`src/rtl/uart_icap_pkg.sv`:
```
// Shared constants, types and helpers for the ICAP UART receive path.
package uart_icap_pkg;

  // Default clock cycles per UART bit: 100 MHz / 115200 baud.
  localparam int DEFAULT_CLKS_PER_BIT = 868;

  // ICAP command word layout {CSIB, RDWRB, I[31:0]} and its idle value.
  localparam int                     ICAP_WORD_W    = 34;
  localparam logic [ICAP_WORD_W-1:0] ICAP_IDLE_WORD = 34'h3FFFFFFFF;

  // ASCII bytes with special meaning to the line parser.
  localparam logic [7:0] LF     = 8'h0A;
  localparam logic [7:0] CR     = 8'h0D;
  localparam logic [7:0] SP     = 8'h20;
  localparam logic [7:0] DOT    = 8'h2E;
  localparam logic [7:0] USCORE = 8'h5F;

  // Byte receiver states.
  typedef enum logic [2:0] {
    RX_IDLE,
    RX_START,
    RX_DATA,
    RX_STOP,
    RX_WAIT_HIGH
  } rx_state_t;

  // Result of decoding one ASCII character as a hex digit.
  typedef struct packed {
    logic       valid;
    logic [3:0] value;
  } hex_t;

  function automatic hex_t decode_hex(input logic [7:0] c);
    hex_t h;
    h.valid = 1'b1;
    h.value = 4'h0;
    if (c >= 8'h30 && c <= 8'h39) begin
      h.value = 4'(c - 8'h30);
    end else if (c >= 8'h41 && c <= 8'h46) begin
      h.value = 4'(c - 8'h37);
    end else if (c >= 8'h61 && c <= 8'h66) begin
      h.value = 4'(c - 8'h57);
    end else begin
      h.valid = 1'b0;
    end
    return h;
  endfunction

endpackage

```
`src/rtl/uart_rx_byte.sv`:
```
// 8N1 UART byte receiver: synchroniser, bit-timing FSM, byte strobe and
// framing-error pulse. CLKS_PER_BIT must be at least 16.
module uart_rx_byte
  import uart_icap_pkg::*;
#(
  parameter int CLKS_PER_BIT = DEFAULT_CLKS_PER_BIT
) (
  input  logic       clk,
  input  logic       rst,
  input  logic       uart_rx,
  output logic [7:0] rx_byte,
  output logic       rx_strobe,
  output logic       frame_err
);

  localparam int             CNT_W     = $clog2(CLKS_PER_BIT);
  localparam logic [CNT_W-1:0] HALF_LAST = CNT_W'(CLKS_PER_BIT / 2 - 1);
  localparam logic [CNT_W-1:0] FULL_LAST = CNT_W'(CLKS_PER_BIT - 1);

  logic             sync1, rx_s, armed;
  rx_state_t        state, state_n;
  logic [CNT_W-1:0] cnt, cnt_n;
  logic [2:0]       bit_idx, bit_idx_n;
  logic [7:0]       shreg, shreg_n;
  logic             frame_err_n;

  // Synchronise the line; 'armed' blocks start detection after reset until
  // the line has been seen high, so a reset mid-byte cannot start on a data bit.
  always_ff @(posedge clk) begin
    if (rst) begin
      sync1 <= 1'b0;
      rx_s  <= 1'b0;
      armed <= 1'b0;
    end else begin
      sync1 <= uart_rx;
      rx_s  <= sync1;
      armed <= armed | rx_s;
    end
  end

  // Receiver state and datapath registers.
  always_ff @(posedge clk) begin
    if (rst) begin
      state     <= RX_IDLE;
      cnt       <= '0;
      bit_idx   <= '0;
      shreg     <= '0;
      frame_err <= 1'b0;
    end else begin
      state     <= state_n;
      cnt       <= cnt_n;
      bit_idx   <= bit_idx_n;
      shreg     <= shreg_n;
      frame_err <= frame_err_n;
    end
  end

  // Next-state logic; the strobe fires in the mid-stop sample cycle so the
  // receiver is back in IDLE in time for a back-to-back start bit.
  always_comb begin
    state_n     = state;
    cnt_n       = cnt + 1'b1;
    bit_idx_n   = bit_idx;
    shreg_n     = shreg;
    frame_err_n = 1'b0;
    rx_strobe   = 1'b0;
    case (state)
      RX_IDLE: begin
        cnt_n = '0;
        if (armed && !rx_s) state_n = RX_START;
      end
      RX_START: begin
        if (cnt == HALF_LAST) begin
          cnt_n     = '0;
          bit_idx_n = '0;
          state_n   = rx_s ? RX_IDLE : RX_DATA;
        end
      end
      RX_DATA: begin
        if (cnt == FULL_LAST) begin
          cnt_n     = '0;
          shreg_n   = {rx_s, shreg[7:1]};
          bit_idx_n = bit_idx + 1'b1;
          if (bit_idx == 3'd7) state_n = RX_STOP;
        end
      end
      RX_STOP: begin
        if (cnt == FULL_LAST) begin
          cnt_n = '0;
          if (rx_s) begin
            rx_strobe = 1'b1;
            state_n   = RX_IDLE;
          end else begin
            frame_err_n = 1'b1;
            state_n     = RX_WAIT_HIGH;
          end
        end
      end
      RX_WAIT_HIGH: begin
        cnt_n = '0;
        if (rx_s) state_n = RX_IDLE;
      end
      default: begin
        cnt_n   = '0;
        state_n = RX_IDLE;
      end
    endcase
  end

  assign rx_byte = shreg;

endmodule

```
`src/rtl/uart_icap_rx.sv`:
```
// ICAP receive path: UART bytes -> ASCII hex line parser -> 34-bit command
// word held in a valid/ready output register.
module uart_icap_rx
  import uart_icap_pkg::*;
#(
  parameter int CLKS_PER_BIT = DEFAULT_CLKS_PER_BIT
) (
  input  logic                   clk,
  input  logic                   rst,
  input  logic                   uart_rx,
  output logic [ICAP_WORD_W-1:0] word_data,
  output logic                   word_valid,
  input  logic                   word_ready,
  output logic                   frame_err,
  output logic                   parse_err,
  output logic                   overflow
);

  logic [7:0]  rx_byte;
  logic        rx_strobe;
  logic [3:0]  digit_cnt;
  logic [35:0] acc;
  logic        poison;
  hex_t        hex;
  logic        is_term, is_ignored, emit, bad_line;

  uart_rx_byte #(.CLKS_PER_BIT(CLKS_PER_BIT)) u_rx (
    .clk       (clk),
    .rst       (rst),
    .uart_rx   (uart_rx),
    .rx_byte   (rx_byte),
    .rx_strobe (rx_strobe),
    .frame_err (frame_err)
  );

  // Classify the strobed byte and decide what a terminator does; with exactly
  // nine digits the first one sits in acc[35:32], so it must be <= 3.
  always_comb begin
    hex        = decode_hex(rx_byte);
    is_term    = rx_strobe && (rx_byte == LF || rx_byte == CR);
    is_ignored = (rx_byte == SP) || (rx_byte == DOT) || (rx_byte == USCORE);
    emit       = is_term && !poison && (digit_cnt == 4'd9) && (acc[35:34] == 2'b00);
    bad_line   = is_term && !emit && !((digit_cnt == 4'd0) && !poison);
  end

  // Line parser: accumulate digits, remember junk until the terminator.
  always_ff @(posedge clk) begin
    if (rst) begin
      digit_cnt <= 4'd0;
      acc       <= '0;
      poison    <= 1'b0;
    end else if (rx_strobe) begin
      if (is_term) begin
        digit_cnt <= 4'd0;
        poison    <= 1'b0;
      end else if (hex.valid) begin
        acc <= {acc[31:0], hex.value};
        if (digit_cnt != 4'hF) digit_cnt <= digit_cnt + 4'd1;
      end else if (!is_ignored) begin
        poison <= 1'b1;
      end
    end
  end

  // Output register: a new word replaces a held one only if it is being
  // consumed this cycle; otherwise the new word is dropped and flagged.
  always_ff @(posedge clk) begin
    if (rst) begin
      word_data  <= ICAP_IDLE_WORD;
      word_valid <= 1'b0;
      parse_err  <= 1'b0;
      overflow   <= 1'b0;
    end else begin
      parse_err <= bad_line;
      overflow  <= 1'b0;
      if (emit) begin
        if (!word_valid || word_ready) begin
          word_data  <= acc[ICAP_WORD_W-1:0];
          word_valid <= 1'b1;
        end else begin
          overflow <= 1'b1;
        end
      end else if (word_valid && word_ready) begin
        word_valid <= 1'b0;
      end
    end
  end

endmodule
```
`config.mk`:
```
export PLATFORM = sky130hd
export DESIGN_NAME = uart_icap_rx
export DESIGN_NICKNAME = d
export VERILOG_FILES = /design/src/rtl/uart_icap_pkg.sv /design/src/rtl/uart_rx_byte.sv /design/src/rtl/uart_icap_rx.sv
export SDC_FILE = /design/constraint.sdc
export NUM_CORES = 1
export LEC_CHECK = 0
export CAP_MARGIN = 10
export CELL_PAD_IN_SITES_DETAIL_PLACEMENT = 1
export CELL_PAD_IN_SITES_GLOBAL_PLACEMENT = 1
export CORE_MARGIN = 1.5
export CORE_UTILIZATION = 44
export DETAILED_ROUTE_END_ITERATION = 16
export DONT_BUFFER_PORTS = 1
export HOLD_SLACK_MARGIN = 0.05
export PLACE_DENSITY_LB_ADDON = 0.3
export SLEW_MARGIN = 20
export SYNTH_ARGS = -nofsm -noshare
export SYNTH_HDL_FRONTEND = slang
export SYNTH_SLANG_ARGS = --single-unit
```
`constraint.sdc`:
```
create_clock -name clk -period 2.49 [get_ports clk]
set_input_delay 0.498 -clock clk [delete_from_list [all_inputs] [get_ports clk]]
set_output_delay 0.498 -clock clk [all_outputs]
set_load 0.02 [all_outputs]
```
* Word-level counts from Yosys, hierarchy flattened *
Index checks and enable logic that the tools add are counted.

storage, ports and cells
  register bits after elaboration = 106
  bits in latches = 0
  bits in writable memories = 0
  ROM bits = 0
  output and inout bits = 38
  word-level logic and storage cells = 129
  memories = 0

operators by class
  $add $sub $neg = 6
  multiply operators = 0
  divide/modulo/power cells = 0
  order comparisons = 6
  equality and inequality tests = 23
  shift operators = 0
  multiplexer cells = 35
  bitwise gates (word level) = 5
  reductions and logical operators = 39

operators with widths
  operator                                                                              count
  3-bit two-way mux                                                                     9
  4-bit two-way mux                                                                     6
  10-bit two-way mux                                                                    2
  10-bit case mux with 2 select lines                                                   1
  8-bit by 4-bit equality test with 1-bit output (second input constant)                2
  8-bit by 6-bit equality test with 1-bit output (second input constant)                2
  8-bit by 7-bit greater-or-equal comparator with 1-bit output (second input constant)  2
  8-bit by 7-bit less-or-equal comparator with 1-bit output (second input constant)     2
  2-bit by 1-bit inequality test with 1-bit output (second input constant)              8
  3-bit case mux with 5 select lines                                                    1
  1-bit two-way mux                                                                     14
  1-bit logical AND                                                                     12
  3-bit AND reduction                                                                   4
  10-bit by 1-bit adder with 10-bit output (second input constant)                      1
  10-bit equality test (second input constant)                                          1
  10-bit by 9-bit equality test with 1-bit output (second input constant)               1
  8-bit by 7-bit equality test with 1-bit output (second input constant)                1
  8-bit by 6-bit greater-or-equal comparator with 1-bit output (second input constant)  1
  8-bit by 6-bit less-or-equal comparator with 1-bit output (second input constant)     1
  2-bit nonzero test                                                                    4
  4-bit by 3-bit subtractor with 4-bit output (second input constant)                   2
  3-bit by 2-bit equality test with 1-bit output (second input constant)                2
  3-bit equality test (second input constant)                                           2
  3-bit case mux with 2 select lines                                                    1
  19 further kinds                                                                      32

* Logic depth before layout (Yosys ltp) *
  depth after elaboration = 10
  gate-level depth with buffers = 8
  mapped depth without buffers = 6

* Modules after synthesis *
Synthesis repeated with hierarchy kept, for this count alone.

unflattened totals
  cell total of the unflattened synthesis = 497
  area total of the unflattened synthesis = 4770.8 um^2

modules (own cells, without submodules)
  module        times used  cells each  area each (um^2)  seq. area each (um^2)
  uart_icap_rx  1           361         3442.1            1561.5
  uart_rx_byte  1           136         1328.8            560.5

* Worst setup path after synthesis *
No wires, ideal clock.

  path type = reg2reg
  start point = register u_rx.cnt[0]
  end point = register acc[10]
  arrival time = 2.288 ns
  setup slack = 0.130 ns
  cell stages (with the launch flop) = 9
  path buffers = 3
  clock period less this slack = 2.360 ns
  cell sequence = dfxtp_1 -> ha_1 -> or4bb_1 -> or4_1 -> clkbuf_2 -> a21oi_2 -> buf_4 -> buf_8 -> mux2i_1

on the way
  word-level cells in the longest chain between the ends = 6

ends and longest elaborated chain
  what                                    RTL line            RTL
  start: declaration                      uart_rx_byte.sv:22  logic [CNT_W-1:0] cnt, cnt_n;
  start signal: assignment                uart_rx_byte.sv:51  cnt <= cnt_n;
  10-bit equality test *                  uart_rx_byte.sv:88  if (cnt == FULL_LAST) begin
  1-bit two-way mux *                     uart_rx_byte.sv:88
  1-bit two-way mux *                     uart_rx_byte.sv:67  case (state)
  1-bit logical AND                       uart_icap_rx.sv:40  is_term = rx_strobe && (rx_byte == LF || rx_byte == CR);
  1-bit inverter (no source line)         --
  3-bit AND reduction (no source line) *  --
  end signal: assignment                  uart_icap_rx.sv:57  acc <= {acc[31:0], hex.value};
  end: declaration                        uart_icap_rx.sv:22  logic [35:0] acc;

Every way passes the cells marked *; elsewhere a longest branch is shown, timed or not.
A chain may end at the register's enable or synchronous reset.

* Worst setup path in the final report *
  start point = register u_rx.cnt[1]
  end point = register acc[1]

Same word-level chain as after synthesis.

==> reports/metrics.cfg <==
[sta]
fmax_ghz = 0.421
fin_ws_ns = 0.114
tightestPinTransition_ns = 0.478
maxSlewHeadroom = 0.681
finClkSkew_ns = 0.0114
period_needed_ns = 2.38
period_share = 0.954
slew_violations = 0
hold_viol = 0
finalSetupViolCount = 0

[finish]
instances_no_fill = 658
final_nets = 528
antenna_cells = 0
drive_gt1_frac = 0.108
syn2layout_area_growth_pct = 7.09
fin_area_sq_um = 5210

[critical_path]
cp_max_fo = 35
endpoint_kind = flop
path_cells = ha_1 -> or4bb_1 -> or4_4 -> a21oi_4 -> buf_12 -> mux2i_1
crit_buf_inv = 1
crit_arrival_ns = 2.68
critPathLaunchType = flop
worstSetupPathType = flop to flop
crit_family = simple AND/OR/NAND/NOR gates
critPathMaxStageDelay_ns = 0.59
cp_slowest_cell = or4_4
cp_data_required_time_ns = 2.80

[route]
first_pass_iters = 5
vias = 3920
wl_per_cell_microns = 18.7
ant_nets = 0
drc = 0
viasPerCell = 5.96
drt-initial-drc-count = 302
routed_wl_microns = 12300

[clocking]
cts_buffer_depth = 2
clk_latency_ns = 0.38
clk_pin_slew_worst_paths_ns = 0.11
cts-root-buf = clkbuf_8
numCtsBuffers = 9
cts_tree = yes
postCtsHoldBufs = 0
cts.sinks = 106
htreeDepth = 3

[synthesis]
async_flop_share = 0
ys.flop_type = dfxtp_1
yosys.cell_types.count = 61
synth_top_area_cell = dfxtp_1
synth_seq_cells = 106
syn-mean-instance-area_sq_um = 9.31
synthMostInstantiatedCell = dfxtp_1
synth_edf_count = 0
synth_cells = 523
synth_common_cells = 106 x dfxtp_1, 90 x nand2_1, 44 x o211ai_1, 39 x mux2i_1, 34 x o41ai_1
synth_area_sq_um = 4870
yosys-top-cells-area = dfxtp_1 44%, mux2i_1 8.0%, nand2_1 6.9%, o211ai_1 6.8%, o41ai_1 6.1%
yosysWarnings = 0
yosysSeqAreaShare = 0.436
synth_top_area_frac = 0.436
syn_nets = 538

[power_and_ir_drop]
internal-power_w = 0.00211
p_sw_w = 0.000657
swShare = 0.237
p_per_area_nw_per_um2 = 531
pwr-share-comb = 0.015
ir_drop_uv = 226
pwr-share-seq = 0.615
clkPwrFrac = 0.370
leakagePower_nw = 1.66

[place]
numPortBuffers = 0
place_ws_ns = -0.00700
place_congestion = 0.823
post_dp_cell_area_sq_um = 5000
dp_hpwl_microns = 8240
dp_cells = 642

[die]
pin_count = 42
start_util = 0.451
core_region_area_sq_um = 10800
fp-row-count = 38
die_x_microns = 108
fp.dieH_microns = 108
die-area_sq_um = 11700

[grt]
first_global_vias = 3998
antenna_found_initial = 0
grt_pass1_wl_microns = 20100
grt.total_usage = 0.217
grt_max_degree = 60
grt-ovfl-total = 0

[worst_hold_path]
min_path_type = input port to flop

[run_status]
status = finished clean

[job]
drv_cap = 0

==> placed cells by master (no fill, tap or decap), drive strengths merged, types with 5 or more instances in the layout <==
cell / instances
inv: 18
a211oi: 5
nand4: 6
nor3b: 5
nor2: 22
xnor2: 6
nand3: 13
nor3: 6
nand2: 90
o41ai: 34
buf: 23
dfxtp: 106
mux2i: 39
nor2b: 5
a21oi: 12
o21ai: 5
o211ai: 44
ha: 11
clkbuf: 10
==> final cells by class <==
cell class | instances | area [sq um]
Tap cell | 140 | 175
Sequential cell | 106 | 2120
Timing Repair Buffer | 23 | 198
Fill cell | 1243 | 5580
Clock buffer | 10 | 138
Inverter | 15 | 56.3
Clock inverter | 6 | 47.5
Multi-Input combinational cell | 358 | 2480
==> power by group through the flow <==
stage                     logic (W)  clock network [W]  registers, W
after floorplan           0.0000352                  0       0.00174
after global placement    0.0000404                  0       0.00174
after detailed placement  0.0000418                  0       0.00174
after CTS                 0.0000416            0.00106       0.00170
after global routing      0.0000463            0.00112       0.00170
final                     0.0000415            0.00103       0.00170
==> state kept, by name, indices dropped and copies added (netlist names), 3 cells and up <==
name	cells
u_rx.cnt	10
u_rx.state	3
u_rx.rx_byte	8
word_data	34
acc	36
digit_cnt	4
u_rx.bit_idx	3
==> cells by family (layout without fill, tap and decap cells) <==
family,Yosys count,count (layout),share of synthesized area
buf+inv,59,54,0.0627
compound gates,122,122,0.195
xor+xnor,8,8,0.0144
fa+ha+maj,11,11,0.0283
simple gates,177,177,0.181
mux,40,40,0.0825
flops,106,106,0.436
==> worst paths after layout <==
kind,cells after the start,slack (ns),startpoint,to
max,6,0.11,u_rx.cnt[1],acc[1]
min,1,0.17,rst,overflow
min reg2reg,1,0.45,u_rx.sync1,u_rx.rx_s
max reg2reg,6,0.11,u_rx.cnt[1],acc[1]
==> per-layer routing <==
metal / vias to the layer above / routed length, microns / global-route usage
met1: 1925 / 5780 / 0.274
met2: 68 / 5860 / 0.378
met3: 14 / 482 / 0.0325
met5: - / 0 / 0
met4: 0 / 182 / 0.0742
li1: 1913 / - / -
==> what timing repair did <==
item | 4_1_cts | 5_1_grt
setup buffers | 0 | 0
setup endpoints to repair | 3 | 3
resized for setup | 1 | 3
==> through the flow <==
stage	utilization	TNS, ns	hold WS [ns]	total power [W]
after global placement	0.463	0	0.418	0.00178
after CTS	0.481	0	0.161	0.00281
after detailed placement	0.463	-0.00700	0.428	0.00178
after floorplan	-	0	0.414	0.00177
after global routing	0.483	-0.00558	0.163	0.00287
final	0.483	0	0.172	0.00277
No activity file was read; power rests on OpenSTA's default activity.
==> edit: new RTL, same settings <==
The 5 states of `rx_state_t` get a Gray code encoding in 3 bits.
--- a/src/rtl/uart_icap_pkg.sv
+++ b/src/rtl/uart_icap_pkg.sv
@@ -19,7 +19,7 @@
   typedef enum logic [2:0] {
-    RX_IDLE,
-    RX_START,
-    RX_DATA,
-    RX_STOP,
-    RX_WAIT_HIGH
+    RX_IDLE      = 3'b000,
+    RX_START     = 3'b001,
+    RX_DATA      = 3'b011,
+    RX_STOP      = 3'b010,
+    RX_WAIT_HIGH = 3'b110
   } rx_state_t;
Function: no difference found for any inputs over 10 cycles, from zero or initial values and one cycle with rst high; not proved beyond that.
==> edit against the unedited design <==
- wire length fell by 23%
- power is 6.9% higher
- cell area down 10%
- worst setup slack gained 0.10 ns
- synthesized area is 10% lower
- core utilization is 0.33 points lower
- sequential cell count is the same
- synthesized cell count decreased by 8.2%
- critical path type unchanged
==> edit: results <==
set metrics [dict create \
    place_ws_ns 0.213 \
    grt_pass1_vias 3292 \
    worst_ep_arrival_time_ns 2.55 \
    syn-num-nets 495 \
    worst_pin_slew_ns 0.639 \
    hpwlAfterDp_um 6510 \
    status "complete, no violations" \
    cts_resized 0 \
    routed_wl_um 9510 \
    drt_iter0_drc 68 \
    fin_skew_ns 0.0119 \
    synthTopCellsByArea "dfxtp_1 48%, nand2_1 10%, mux2i_1 8.2%" \
    dr.pass1.iters 4 \
    max-vdd-ir-drop_mv 0.317 \
    ys_types 57 \
    vias_per_cell 5.33 \
    synthMuxAreaShare_pct 8.23 \
    place_area_mm2 0.00443 \
    synth-compound-area-share_pct 10.1 \
    grt_pass1_wl_um 15600 \
    worst-path-max-fanout 20 \
    drive_gt1_share_pct 7.11 \
    ys_seq_area_share_pct 48.4 \
    gp_congestion 0.829 \
    grt_use_total_pct 18.9 \
    yosys.area_share.adder_pct 3.14 \
    p_leak_nw 1.56 \
    switching_share_pct 21.6 \
]
## edit: cell types whose count changed after synthesis, sizes merged, moves of 4 or more
cell    delta
nand2     +30
and4       +4
o211ai    -43
inv        -6
nor2      +10
o41ai     -34
clkbuf    -21
a21oi     +35
## edit: metrics by stage
step | hold slack (ns) | cells
finish | 0.192 | 611
global placement | 0.432 | 595
global route | 0.156 | 611
floorplan | 0.414 | 480
CTS | 0.170 | 611
detailed placement | 0.433 | 595
## edit: critical path: stages, from the launching register on
cell	delay (ns)
dfxtp_1	0.42
ha_1	0.24
and4bb_4	0.30
and4_1	0.28
o21a_1	0.35
buf_4	0.30
nor2_1	0.06
a311oi_1	0.23
## edit: worst paths after layout
| check | startpoint | end | slack [ns] | cells past startpoint |
|---|---|---|---|---|
| max | u_rx.cnt[0]$_SDFF_PP0_ | acc[3]$_SDFFE_PP0P_ | 0.22 | 7 |
| min | rst | acc[31]$_SDFFE_PP0P_ | 0.19 | 1 |
| max reg2reg | u_rx.cnt[0]$_SDFF_PP0_ | acc[3]$_SDFFE_PP0P_ | 0.22 | 7 |
| min reg2reg | u_rx.sync1$_SDFF_PP0_ | u_rx.rx_s$_SDFF_PP0_ | 0.45 | 1 |
## edit: cell type report
| type | count | area, um^2 |
|---|---|---|
| clock buffers | 10 | 138 |
| clock inverters | 6 | 96.3 |
| fillers | 1175 | 5060 |
| inverters | 9 | 33.8 |
| multi-input cells | 339 | 2040 |
| flip-flops and latches | 106 | 2120 |
| well taps | 133 | 166 |
| repair buffers | 8 | 72.6 |
## edit: cells by family after synthesis
| family | after synthesis |
|---|---|
| AND/OR/NAND/NOR | 208 |
| flip-flops | 106 |
| AO/OA/AOI/OAI | 75 |
| multiplexers | 36 |
| buffers and inverters | 35 |
| adder cells (fa/ha/maj) | 11 |
| XOR/XNOR | 9 |
## edit: power by group through the flow
stage                     registers (W)  clock network, W  logic [W]
after floorplan                 0.00175                 0  0.0000465
after global placement          0.00175                 0  0.0000401
final                           0.00171           0.00121  0.0000411
after global routing            0.00172           0.00130  0.0000472
after CTS                       0.00171           0.00124  0.0000423
after detailed placement        0.00175                 0  0.0000420
## edit: per-layer routing
| layer | wire, um | up-vias | global-route usage, % | part of all wire, % |
|---|---|---|---|---|
| met4 | 160 | 0 | 7.38 | 1.7 |
| met2 | 4780 | 37 | 34.7 | 50 |
| met1 | 4290 | 1590 | 21.0 | 45 |
| met3 | 278 | 15 | 4.41 | 2.9 |
| li1 | - | 1617 | - | - |
| met5 | 0 | - | 0 | 0 |
